===== config.mk =====
export PLATFORM = sky130hd
export DESIGN_NAME = rf_op_sequencer
export DESIGN_NICKNAME = d
export VERILOG_FILES = /design/src/rtl/rf_op_sequencer.sv
export SDC_FILE = /design/constraint.sdc
export NUM_CORES = 1
export LEC_CHECK = 0
export ABC_AREA = 1
export CAP_MARGIN = 10
export CORE_ASPECT_RATIO = 0.6
export CORE_MARGIN = 3
export CORE_UTILIZATION = 25
export DETAILED_ROUTE_END_ITERATION = 7
export PLACE_DENSITY = 0.47
export RECOVER_POWER = 25
export SLEW_MARGIN = 5
export SYNTH_ARGS = -nofsm -noshare
export SYNTH_HDL_FRONTEND = slang
export SYNTH_SLANG_ARGS = --single-unit

===== constraint.sdc =====
create_clock -name clk -period 2.71 [get_ports clk]
set_input_delay 0.4065 -clock clk [delete_from_list [all_inputs] [get_ports clk]]
set_output_delay 0.4065 -clock clk [all_outputs]
set_load 0.05 [all_outputs]

===== src/rtl/rf_op_sequencer.sv =====
// ============================================================================
// rf_op_sequencer
// ----------------------------------------------------------------------------
// Runs one register-file instruction at a time through a fixed four-state
// sequence: IDLE -> READ -> EXEC -> WRITE -> IDLE. A command is accepted in
// IDLE. Its source registers are read in READ. The ALU result and flags are
// computed in EXEC. The destination register is written in WRITE. Each
// command takes exactly four cycles, so a dependent command that follows
// immediately always reads the value the previous command wrote.
//
// Ports
//   clk, rst                 clock, asynchronous active-high reset
//   cmd_valid / cmd_ready    command handshake (ready only in IDLE)
//   cmd_op                   000 MOV, 001 LDI, 010 ADD, 011 SUB,
//                            100 AND, 101 OR,  110 XOR, 111 CMP
//   cmd_rd/rs1/rs2           destination and source register indices
//   cmd_imm                  immediate operand for LDI
//   read_addr1/2             register file read addresses
//   read_data1/2             register file read data (combinational)
//   write_en/addr/data       register file write port (one cycle in WRITE)
//   done                     one-cycle completion pulse in WRITE
//   busy                     inverse of cmd_ready
//   flag_z, flag_c           zero flag (every op), carry/borrow (ADD/SUB/CMP)
// ============================================================================
module rf_op_sequencer (
    input  logic       clk,
    input  logic       rst,
    input  logic       cmd_valid,
    output logic       cmd_ready,
    input  logic [2:0] cmd_op,
    input  logic [2:0] cmd_rd,
    input  logic [2:0] cmd_rs1,
    input  logic [2:0] cmd_rs2,
    input  logic [7:0] cmd_imm,
    output logic [2:0] read_addr1,
    output logic [2:0] read_addr2,
    input  logic [7:0] read_data1,
    input  logic [7:0] read_data2,
    output logic       write_en,
    output logic [2:0] write_addr,
    output logic [7:0] write_data,
    output logic       done,
    output logic       busy,
    output logic       flag_z,
    output logic       flag_c
);

    typedef enum logic [1:0] {
        ST_IDLE  = 2'd0,
        ST_READ  = 2'd1,
        ST_EXEC  = 2'd2,
        ST_WRITE = 2'd3
    } state_t;

    typedef enum logic [2:0] {
        OP_MOV = 3'b000,
        OP_LDI = 3'b001,
        OP_ADD = 3'b010,
        OP_SUB = 3'b011,
        OP_AND = 3'b100,
        OP_OR  = 3'b101,
        OP_XOR = 3'b110,
        OP_CMP = 3'b111
    } op_t;

    // ------------------------------------------------------------------
    // State
    // ------------------------------------------------------------------
    state_t     r_state;
    state_t     w_next_state;

    // Latched command fields
    op_t        r_op;
    logic [2:0] r_rd;
    logic [2:0] r_rs1;
    logic [2:0] r_rs2;
    logic [7:0] r_imm;

    // Captured operands and registered results
    logic [7:0] r_opa;
    logic [7:0] r_opb;
    logic [7:0] r_result;
    logic       r_flag_z;
    logic       r_flag_c;

    // Combinational ALU outputs
    logic       w_accept;
    logic [8:0] w_sum;
    logic [8:0] w_diff;
    logic [7:0] w_result;
    logic       w_carry;
    logic       w_carry_update;

    assign w_accept = cmd_valid && (r_state == ST_IDLE);

    // ------------------------------------------------------------------
    // FSM process 1: state register
    // ------------------------------------------------------------------
    // NOTE: reset is asynchronous, so it is in the sensitivity list. This lets
    // an abort in any state take effect at once, without waiting for a clock
    // edge. All sequential state uses non-blocking (<=) assignments, so every
    // register samples the values from before the edge.
    always_ff @(posedge clk or posedge rst) begin
        if (rst) begin
            r_state <= ST_IDLE;
        end else begin
            r_state <= w_next_state;
        end
    end

    // ------------------------------------------------------------------
    // FSM process 2: next-state logic
    // ------------------------------------------------------------------
    // NOTE: every combinational output gets a default before the case. This
    // stops the tool from inferring a latch on any path that is not covered.
    always_comb begin
        w_next_state = r_state;
        case (r_state)
            ST_IDLE:  if (w_accept) w_next_state = ST_READ;
            ST_READ:  w_next_state = ST_EXEC;
            ST_EXEC:  w_next_state = ST_WRITE;
            ST_WRITE: w_next_state = ST_IDLE;
            default:  w_next_state = ST_IDLE;
        endcase
    end

    // ------------------------------------------------------------------
    // FSM process 3: state-decoded outputs
    // ------------------------------------------------------------------
    always_comb begin
        cmd_ready = 1'b0;
        done      = 1'b0;
        write_en  = 1'b0;
        case (r_state)
            ST_IDLE:  cmd_ready = 1'b1;
            ST_WRITE: begin
                done     = 1'b1;
                // CMP completes like any other op but updates only the flags.
                write_en = (r_op != OP_CMP);
            end
            default: ;
        endcase
        busy = ~cmd_ready;
    end

    // ------------------------------------------------------------------
    // Command latch: loaded only on accept. Later activity on cmd_* is
    // ignored until the next accept.
    // ------------------------------------------------------------------
    always_ff @(posedge clk or posedge rst) begin
        if (rst) begin
            r_op  <= OP_MOV;
            r_rd  <= 3'd0;
            r_rs1 <= 3'd0;
            r_rs2 <= 3'd0;
            r_imm <= 8'd0;
        end else if (w_accept) begin
            r_op  <= op_t'(cmd_op);
            r_rd  <= cmd_rd;
            r_rs1 <= cmd_rs1;
            r_rs2 <= cmd_rs2;
            r_imm <= cmd_imm;
        end
    end

    // The read addresses come straight from the latched sources. They are
    // valid in READ, and they keep their last value in every other state.
    assign read_addr1 = r_rs1;
    assign read_addr2 = r_rs2;

    // ------------------------------------------------------------------
    // Operand capture at the READ -> EXEC edge. The operands are taken
    // before any write of this command, so rd may alias a source.
    // ------------------------------------------------------------------
    always_ff @(posedge clk or posedge rst) begin
        if (rst) begin
            r_opa <= 8'd0;
            r_opb <= 8'd0;
        end else if (r_state == ST_READ) begin
            r_opa <= read_data1;
            r_opb <= read_data2;
        end
    end

    // ------------------------------------------------------------------
    // ALU (EXEC). Nine-bit add and subtract: bit 8 of the sum is the carry,
    // and bit 8 of the difference is the unsigned borrow (rs1 < rs2).
    // ------------------------------------------------------------------
    assign w_sum  = {1'b0, r_opa} + {1'b0, r_opb};
    assign w_diff = {1'b0, r_opa} - {1'b0, r_opb};

    always_comb begin
        w_result       = 8'd0;
        w_carry        = r_flag_c;
        w_carry_update = 1'b0;
        case (r_op)
            OP_MOV: w_result = r_opa;
            OP_LDI: w_result = r_imm;
            OP_ADD: begin
                w_result       = w_sum[7:0];
                w_carry        = w_sum[8];
                w_carry_update = 1'b1;
            end
            OP_SUB, OP_CMP: begin
                w_result       = w_diff[7:0];
                w_carry        = w_diff[8];
                w_carry_update = 1'b1;
            end
            OP_AND: w_result = r_opa & r_opb;
            OP_OR:  w_result = r_opa | r_opb;
            OP_XOR: w_result = r_opa ^ r_opb;
            default: w_result = 8'd0;
        endcase
    end

    // ------------------------------------------------------------------
    // Result and flags are registered at the EXEC -> WRITE edge. The carry
    // flag keeps its old value for ops that do not define it.
    // ------------------------------------------------------------------
    always_ff @(posedge clk or posedge rst) begin
        if (rst) begin
            r_result <= 8'd0;
            r_flag_z <= 1'b0;
            r_flag_c <= 1'b0;
        end else if (r_state == ST_EXEC) begin
            r_result <= w_result;
            r_flag_z <= (w_result == 8'd0);
            if (w_carry_update) begin
                r_flag_c <= w_carry;
            end
        end
    end

    assign write_addr = r_rd;
    assign write_data = r_result;
    assign flag_z     = r_flag_z;
    assign flag_c     = r_flag_c;

endmodule


Word-level counts from Yosys, hierarchy flattened. Index checks and enable logic that the tools add are counted.

Logic and storage cells: 45. Register bits after elaboration: 48. Bits of input ports: 39.

Bitwise operators: 4. Multiplexer cells: 8. Reductions and logical operators: 8. Equal/unequal tests: 12. Add/sub/neg operators: 2.

Operators by type and width (count): one-hot mux 8 bit (7 select lines) (1); == test 3 bit, second input constant (4); adder 8 x 8 -> 9 bit (1); subtractor 8 x 8 -> 9 bit (1); AND 8 bit (1); zero test 8 bit (1); OR 8 bit (1); one-hot mux 2 bit (4 select lines) (1); bitwise XOR 8 bit (1); == test 3 x 2 -> 1 bit, second input constant (2); == test 2 bit, second input constant (2); 2-to-1 mux 1 bit (4); == test 3 x 1 -> 1 bit, second input constant (1); zero test 3 bit (1); inequality test 3 bit, second input constant (1); AND reduction 3 bit (1); OR reduction 3 bit (1); == test 2 x 1 -> 1 bit, second input constant (1); zero test 2 bit (1); 2-to-1 mux 2 bit (1); inequality test 2 bit, second input constant (1); one-hot mux 1 bit (2 select lines) (1); nonzero test 2 bit (1); OR reduction 2 bit (1); other kinds (2) (2).

Longest topological paths before layout.
Depth in word-level cells: 4. Mapped depth: 15.

Least setup slack after synthesis. Ideal clock, no wire load.

Kind: register to register. Start: register r_state[0]. End: register r_imm[7]. Data arrival time: 1723 ps. Data required time: 2585 ps. Stages on the path, launching flop included: 6. Clock period less this slack: 1848 ps. Slack: 862 ps. Setup time: 125 ps. Cells stage by stage: dfrtp_1 > inv_1 > ha_1 > nand2_1 > clkbuf_1 > mux2_2.

Longest elaborated chain between the ends: 2.

RTL lines: start: declaration (RTL line 69) `state_t r_state;`; start signal: assignment (RTL line 107) `r_state <= w_next_state;`; zero test 2 bit (RTL line 94) `assign w_accept = cmd_valid && (r_state == ST_IDLE);`; logical AND 1 bit (RTL line 94); end signal: assignment (RTL line 162) `r_imm <= cmd_imm;`; end: declaration (RTL line 77) `logic [7:0] r_imm;`.

Every way passes these cells. A chain may end at the register's enable or synchronous reset.

Worst setup path in the final report.
Start: register r_op[2]. End: output port write_en.

Longest elaborated chain between the ends: 2.

RTL lines: start: declaration (RTL line 73) `op_t r_op;`; start signal: assignment (RTL line 158) `r_op <= op_t'(cmd_op);`; inequality test 3 bit (RTL line 139) `write_en = (r_op != OP_CMP);`; 2-to-1 mux 1 bit (RTL line 134) `case (r_state)`; end: declaration (RTL line 39) `output logic write_en,`.

Every way passes these cells.

==> key figures <==
STA
  • RSZ-0062 raised after global routing: false
  • Worst-Margin Slew: 0.8368 ns
  • Worst Clk Skew: 0.003364 ns
  • Final setup vio count: 0
  • Final count of hold timing violations: 0
  • Shortest period the worst path allows: 2.580 ns
  • Period Utilization, post-route: 95.20%
  • Summed negative setup slack over all endpoints: 0 ns
  • Top achievable clock speed: 387.6 MHz
  • Remaining max-slew budget at the tightest pin: 44.22%
  • Pins Over Slew Limit: 0

Drt
  • Wire length on met3: 646 um
  • Per-cell via count in the routed design: 4.628
  • Routed len/inst: 14.87 um
  • Detailed-route via count: 2,939
  • DRC violations left: 0
  • Sum of routed wire segments on met1: 5049 um
  • Number of routed nets with antenna violations: 0
  • Wire length on met2: 3700 um
  • Pre-Repair DR Iteration Count: 4
  • Top layer used by detailed routing: met4
  • Routed Wire Length: 9441 um
  • Initial DRC count: 222

Clock tree
  • Clock-pin slew reported for the worst setup and hold paths after clock tree synthesis: 0.07 ns
  • Clock tree from TritonCTS: done
  • Total CTS buffers: 5
  • CTS sink cnt: 48
  • Max clock buf depth: 2
  • Cell at the root of the clock tree: sky130_fd_sc_hd__clkbuf_16
  • Number of buffers inserted for hold repair after clock tree synthesis: 0
  • Cells resized by post-CTS repair: 0
  • H-Tree Level Count: 2
  • Clk Latency, worst-skew pair: 0.29 ns
  • Post-CTS Setup Repair Bufs: 0

Worst setup path
  • Required time of the critical path: 2.30 ns
  • Dominant delay contributor by cell family on the critical path: buffers and inverters
  • Max FO, Critical Path: 12
  • Stages on the worst setup path: 4
  • Buf+Inv Stages, Crit Path: 3
  • Register-to-Register Path Depth: 14
  • Category of the worst setup path capture point: output pin
  • Cell chain of the critical path: inv_2 > o21ai_0 > inv_1 > clkdlybuf4s50_1
  • Critical Path AT: 2.17 ns
  • Startpoint-to-endpoint class of the critical path: reg2out
  • Cell with the largest stage delay on the worst path: sky130_fd_sc_hd__clkdlybuf4s50_1
  • Type of element launching the critical path: register
  • CP max stage delay: 0.70 ns

Layout
  • Ant. Diodes: 0
  • Number of nets in the final layout: 539
  • P&R area growth vs syn: 28.99%
  • Layout cell share with drive strength beyond 1: 9.787%
  • Fill cells: 1,322
  • Final core utilization: 33.76%

GRT
  • GRT Resource Usage Total: 13.90%
  • Via count of the first global-routing pass: 3,013
  • Number of antenna violations at the first check in global routing: 0
  • Overall overflow remaining after global route: 0
  • Global-route wire length before repair: 15,990 um
  • Pin count of the biggest net entering global routing: 34

Synthesis
  • Synthesis warning total: 0
  • Post-Synthesis Net Count: 481
  • Synth cell types: 32
  • Post-synthesis cell area: 3228 sq um
  • Synth Area per Inst: 7.835 sq um
  • Number of flip-flops and latches in the synthesized netlist: 48
  • Share of the yosys chip area belonging to registers: 37.21%
  • Count of mapped cells out of synthesis: 412

Min path
  • Class of the most critical hold timing path: reg2reg
  • Cell depth of the worst hold path: 2

Pwr
  • Clock network fraction of total power: 13.2%
  • Static Leakage: 1.995 nW
  • Net switching component of the power: 3.138 mW
  • Pwr/cell area: 1457 nW/um^2
  • Internal cell power: 2.929 mW
  • Worst VDD drop: 687.2 uV
  • Portion of total power attributed to sequential cells: 22.9%
  • Switching share of power: 51.72%
  • Combinational share of power: 63.9%

Outcome
  • Outcome: finished, final reports clean

Die
  • Total die area: 14,360 sq um
  • Initial core utilization: 26.17%
  • Area of the placeable core: 12,330 sq um
  • I/O pin cnt: 62
  • Std-Cell Rows: 31
  • Height of the die: 94.02 um
  • Chip Width: 152.7 um

Place
  • # port buffers: 61
  • Estimated wirelength of the detail-placed design: 7381 um
  • Placer congestion estimate: 0.8736

Job
  • Count of maximum capacitance violations: 0
[metrics by stage]
step / hold slack [ns] / area (sq um) / setup slack (ns) / total power, mW / std cells
after detailed placement: 0.4782 / 3994 / 0.4658 / 5.259 / 628
after global placement: 0.4705 / 3994 / 0.5002 / 5.257 / 628
final: 0.4883 / 4164 / 0.1301 / 6.068 / 635
after floorplan: 0.4798 / 3228 / 0.8619 / 4.194 / 412
after CTS: 0.4477 / 4179 / 0.1353 / 6.102 / 635
after global routing: 0.5123 / 4164 / 0.02664 / 6.642 / 635
[logic make-up after synthesis]
group / Yosys count / share of synthesized area, %
adder cells (fa/ha/maj): 30 / 12.09
multiplexers: 16 / 5.581
AO/OA/AOI/OAI: 46 / 7.636
flip-flops: 48 / 37.21
AND/OR/NAND/NOR: 201 / 27.91
buffers and inverters: 71 / 9.573
[cells in the mapped netlist (all sizes together)]
library cell	number	share of area (%)
a211oi	1	0.23
a21boi	1	0.23
a21o	1	0.23
a21oi	12	1.9
a22oi	1	0.23
a31oi	1	0.19
buf	8	2.1
clkbuf	5	0.58
dfrtp	48	37
fa	2	1.2
ha	28	11
inv	58	6.9
mux2	16	5.6
nand2	104	13
nand3	39	6.8
nand4	14	2.7
nor2	41	5.2
nor3	2	0.31
o211ai	1	0.23
o21ai	27	4.2
o21bai	1	0.23
or2	1	0.27
[cells in the final DEF (no fill, tap or decap), types with 5 or more instances in the layout]
| cell | netlist | final |
|---|---|---|
| sky130_fd_sc_hd__clkdlybuf4s50_1 | 0 | 60 |
| sky130_fd_sc_hd__nand3_2 | 5 | 5 |
| sky130_fd_sc_hd__nand3_1 | 34 | 34 |
| sky130_fd_sc_hd__a21oi_1 | 12 | 12 |
| sky130_fd_sc_hd__nand4_1 | 14 | 14 |
| sky130_fd_sc_hd__nor2_1 | 38 | 38 |
| sky130_fd_sc_hd__o21ai_0 | 23 | 23 |
| sky130_fd_sc_hd__ha_1 | 28 | 28 |
| sky130_fd_sc_hd__clkbuf_16 | 0 | 5 |
| sky130_fd_sc_hd__nand2_1 | 101 | 101 |
| sky130_fd_sc_hd__inv_2 | 6 | 6 |
| sky130_fd_sc_hd__inv_1 | 50 | 50 |
| sky130_fd_sc_hd__dfrtp_1 | 48 | 48 |
| sky130_fd_sc_hd__mux2_2 | 16 | 16 |
[registers in the layout, indices dropped and copies added, names as in the netlist]
name,count
r_opa,8
r_imm,8
write_data,8
r_opb,8
read_addr2,3
write_addr,3
r_state,2
flag_z,1
r_op,3
flag_c,1
read_addr1,3
[power groups by stage]
stage / combinational (mW) / sequential [mW] / clock (mW)
after floorplan: 2.44 / 1.75 / 0
after global placement: 3.86 / 1.39 / 0
after detailed placement: 3.85 / 1.41 / 0
after CTS: 3.88 / 1.39 / 0.827
after global routing: 4.34 / 1.44 / 0.861
final: 3.88 / 1.39 / 0.801
[cell type report]
type / count / area [sq um] / area share (%)
clock buffers: 5 / 125.1 / 3.005
inverters: 58 / 222.7 / 5.349
multi-input cells: 293 / 1718 / 41.26
flip-flops and latches: 48 / 1201 / 28.85
well taps: 165 / 206.4 / 4.958
repair buffers: 64 / 630.6 / 15.14
clock inverters: 2 / 60.06 / 1.442
[worst reg2reg max path, cell delays in order, from the launching register on]
cell and delay, ns:
sky130_fd_sc_hd__dfrtp_1 0.35, sky130_fd_sc_hd__inv_1 0.08, sky130_fd_sc_hd__ha_1 0.24, sky130_fd_sc_hd__fa_1 0.43, sky130_fd_sc_hd__inv_1 0.08, sky130_fd_sc_hd__nand2_1 0.07
sky130_fd_sc_hd__nand2_1 0.12, sky130_fd_sc_hd__nand3_1 0.14, sky130_fd_sc_hd__nand2_1 0.11, sky130_fd_sc_hd__nand2_1 0.05, sky130_fd_sc_hd__nand3_1 0.07, sky130_fd_sc_hd__nand4_1 0.13
sky130_fd_sc_hd__nor2_1 0.15, sky130_fd_sc_hd__nand3_1 0.08, sky130_fd_sc_hd__nand2_1 0.06
[final timing paths]
| check | start | to | slack [ns] |
|---|---|---|---|
| max | r_op[2] | write_en | 0.13 |
| min | write_data[5] | write_data[5] | 0.49 |
| max reg2reg | r_opa[0] | flag_z | 0.49 |
| min reg2reg | write_data[5] | write_data[5] | 0.49 |
| max in group asynchronous | rst | read_addr2[0] | 0.80 |
| min in group asynchronous | rst | write_data[6] | 0.66 |
[per-layer routing]
layer	GRT usage [%]	up-vias
li1	-	1436
met1	21.14	1406
met2	19.78	91
met3	3.866	6
met4	2.076	0
met5	0	-
(Power assumes the default switching activity.)
==> edit, RTL diff (config.mk and constraints unchanged) <==
Re-encode `state_t` (4 states) as one-hot, 4 bits wide.
--- a/src/rtl/rf_op_sequencer.sv
+++ b/src/rtl/rf_op_sequencer.sv
@@ -47,7 +47,7 @@
 
-    typedef enum logic [1:0] {
-        ST_IDLE  = 2'd0,
-        ST_READ  = 2'd1,
-        ST_EXEC  = 2'd2,
-        ST_WRITE = 2'd3
+    typedef enum logic [3:0] {
+        ST_IDLE  = 4'b0001,
+        ST_READ  = 4'b0010,
+        ST_EXEC  = 4'b0100,
+        ST_WRITE = 4'b1000
     } state_t;
Function: no difference found for any inputs over 10 cycles, from zero or initial values and one cycle with rst high; not proved beyond that.
==> edit against the unedited design <==
- cell area shrank 1.6%
- die area shrank 3.0%
- core utilization grew 1.1 points
- power shrank 5.1%
- sequential share of layout area grew 1.7 points
- area after synthesis shrank 3.2%
- setup slack gained 0.092 ns
- critical path depth shrank 1
- maximum frequency grew 3.7%
- first-iteration DRC count shrank 27%
- wire length shrank 1.9%
- via count shrank 5.1%
- sequential cell count grew 2
- critical endpoint unchanged
- highest routed layer unchanged
==> edit: results (changes against the unedited design) <==
metric	value	unit	change
outcome	finished, final reports clean		unchanged
wl_per_cell	14.8	um	was 14.9 um
synth_cells	403		was 412
layout.nets	530		was 539
crit_slowest_cell	clkdlybuf4s50_1		unchanged
cts-resized-gates	0		unchanged
synth_nets	468		was 481
drt-pass1-iter-count	4		unchanged
insertion_delay	0.29	ns	about the same
min_path_type	reg2reg		unchanged
drt-total-wl	9.26	mm	was 9.44 mm
drive_above_1_share	0.0837		was 0.0979
synthTopCellsByCount	nand2_1 (107), inv_1 (52), dfrtp_1 (49), nand3_1 (35), o21ai_0 (35)		was nand2_1 (101), inv_1 (50), dfrtp_1 (48), nor2_1 (38), nand3_1 (34)
clk_pin_slew	0.07	ns	about the same
diodes	0		unchanged
gr-usage-all-layers	0.138		was 0.139
path_delay_family	buffers and inverters		unchanged
cp.arrival	2.08	ns	was 2.17 ns
clock_skew	0.00652	ns	was 0.00336 ns
dr_total_vias	2788		was 2939
grt_max_degree	34		unchanged
synthTopCellsByArea	dfrtp_1 (39%), nand2_1 (13%), ha_1 (9.6%)		was dfrtp_1 (37%), nand2_1 (12%), ha_1 (11%)
yosysWarnings	0		unchanged
grt_pass1_vias	2704		was 3013
cts_buffers	5		unchanged
cp_max_fo	4		was 12
synthArstFlopShare	1.00		unchanged
port_buffers	61		unchanged
hpwl	7.12	mm	was 7.38 mm
cts_root_buf	clkbuf_16		unchanged
dpl.cell_count	618		was 628
tightest_slew	1.27	ns	was 0.837 ns
gp_congestion	0.876		was 0.874
postCtsSetupRepairBufs	0		unchanged
grt_overflow	0		unchanged
cpPeakStageDelay	0.81	ns	was 0.70 ns
power_leakage	1.96	nW	was 2.00 nW
place_area	3920	um2	was 3990 um2
ys_types	30		was 32
peakVddDrop	0.832	mV	was 0.687 mV
drtIter0Drc	162		was 222
synth_seq_area_share	0.401		was 0.372
clk_path_buf_depth	2		unchanged
fillers	1237		was 1322
antenna_found_initial	0		unchanged
h-tree-depth	2		unchanged
grt_first_pass_wirelength	15.0	mm	was 16.0 mm
edit: cell count changes in the layout (fill, tap and decap cells not counted), moves of 2 or more:
cell / change
mux2_2: -2
nand3_2: -4
a21oi_1: -3
buf_4: +2
inv_4: -2
ha_1: -4
nor2_1: -9
o21ai_0: +12
inv_1: +2
nand4_1: -6
nand2_4: -2
nand2_1: +6
o21a_1: +3
edit: logic make-up after synthesis:
family | count (synthesis) | share of synthesized area
and+or+nand+nor | 189 | 0.258
adders and majority gates | 26 | 0.109
buffers and inverters | 68 | 0.0861
muxes | 14 | 0.0504
AOI/OAI and AO/OA | 55 | 0.0929
DFF | 50 | 0.401
xor gates and xnor gates | 1 | 0.00280
edit: stage by stage:
stage	utilization	hold slack (ns)	setup slack, ns
floorplan	-	0.481	0.184
global placement	0.334	0.471	0.499
detailed placement	0.334	0.465	0.519
CTS	0.349	0.494	0.210
global route	0.349	0.528	0.107
finish	0.349	0.486	0.222
edit: cell type report:
cell class	instances	area, um2	share of cell area
clock buffers	6	139	0.0339
inverters	58	218	0.0531
clock inverters	2	38.8	0.00946
repair buffers	65	641	0.156
flip-flops and latches	50	1250	0.306
well taps	160	200	0.0488
multi-input cells	285	1610	0.393
edit: final timing paths:
check	from	endpoint	slack, ns	depth (start not counted)
max	r_state[1]	write_en	0.22	3
min	write_data[6]	write_data[6]	0.49	2
max reg2reg	r_opa[0]	flag_c	0.54	11
min reg2reg	write_data[6]	write_data[6]	0.49	2
max in group asynchronous	rst	r_opb[3]	0.98	3
min in group asynchronous	rst	write_data[1]	0.90	2
edit: routing by layer:
layer | wire length (um) | track usage | vias to the layer above
met5 | 0 | 0 | -
met1 | 5210 | 0.236 | 1279
met2 | 3300 | 0.170 | 93
met4 | 35 | 0.0167 | 0
li1 | - | - | 1412
met3 | 721 | 0.0333 | 4
edit: where the power goes:
part | switching, mW | internal [mW] | total (mW)
Clock | 0.294 | 0.465 | 0.758
Sequential | 0.266 | 1.11 | 1.37
Combinational | 2.41 | 1.22 | 3.63
edit: worst register-to-register path, cell delays in order, from the launching register on:
cell and delay, ns:
dfrtp_1 0.38, inv_1 0.12, ha_1 0.23, inv_1 0.07, fa_1 0.38, nand2_1 0.10, nand2_1 0.08, nand3_1 0.10
nand2_1 0.08, a21oi_1 0.24, o21ai_0 0.13, a31oi_1 0.19
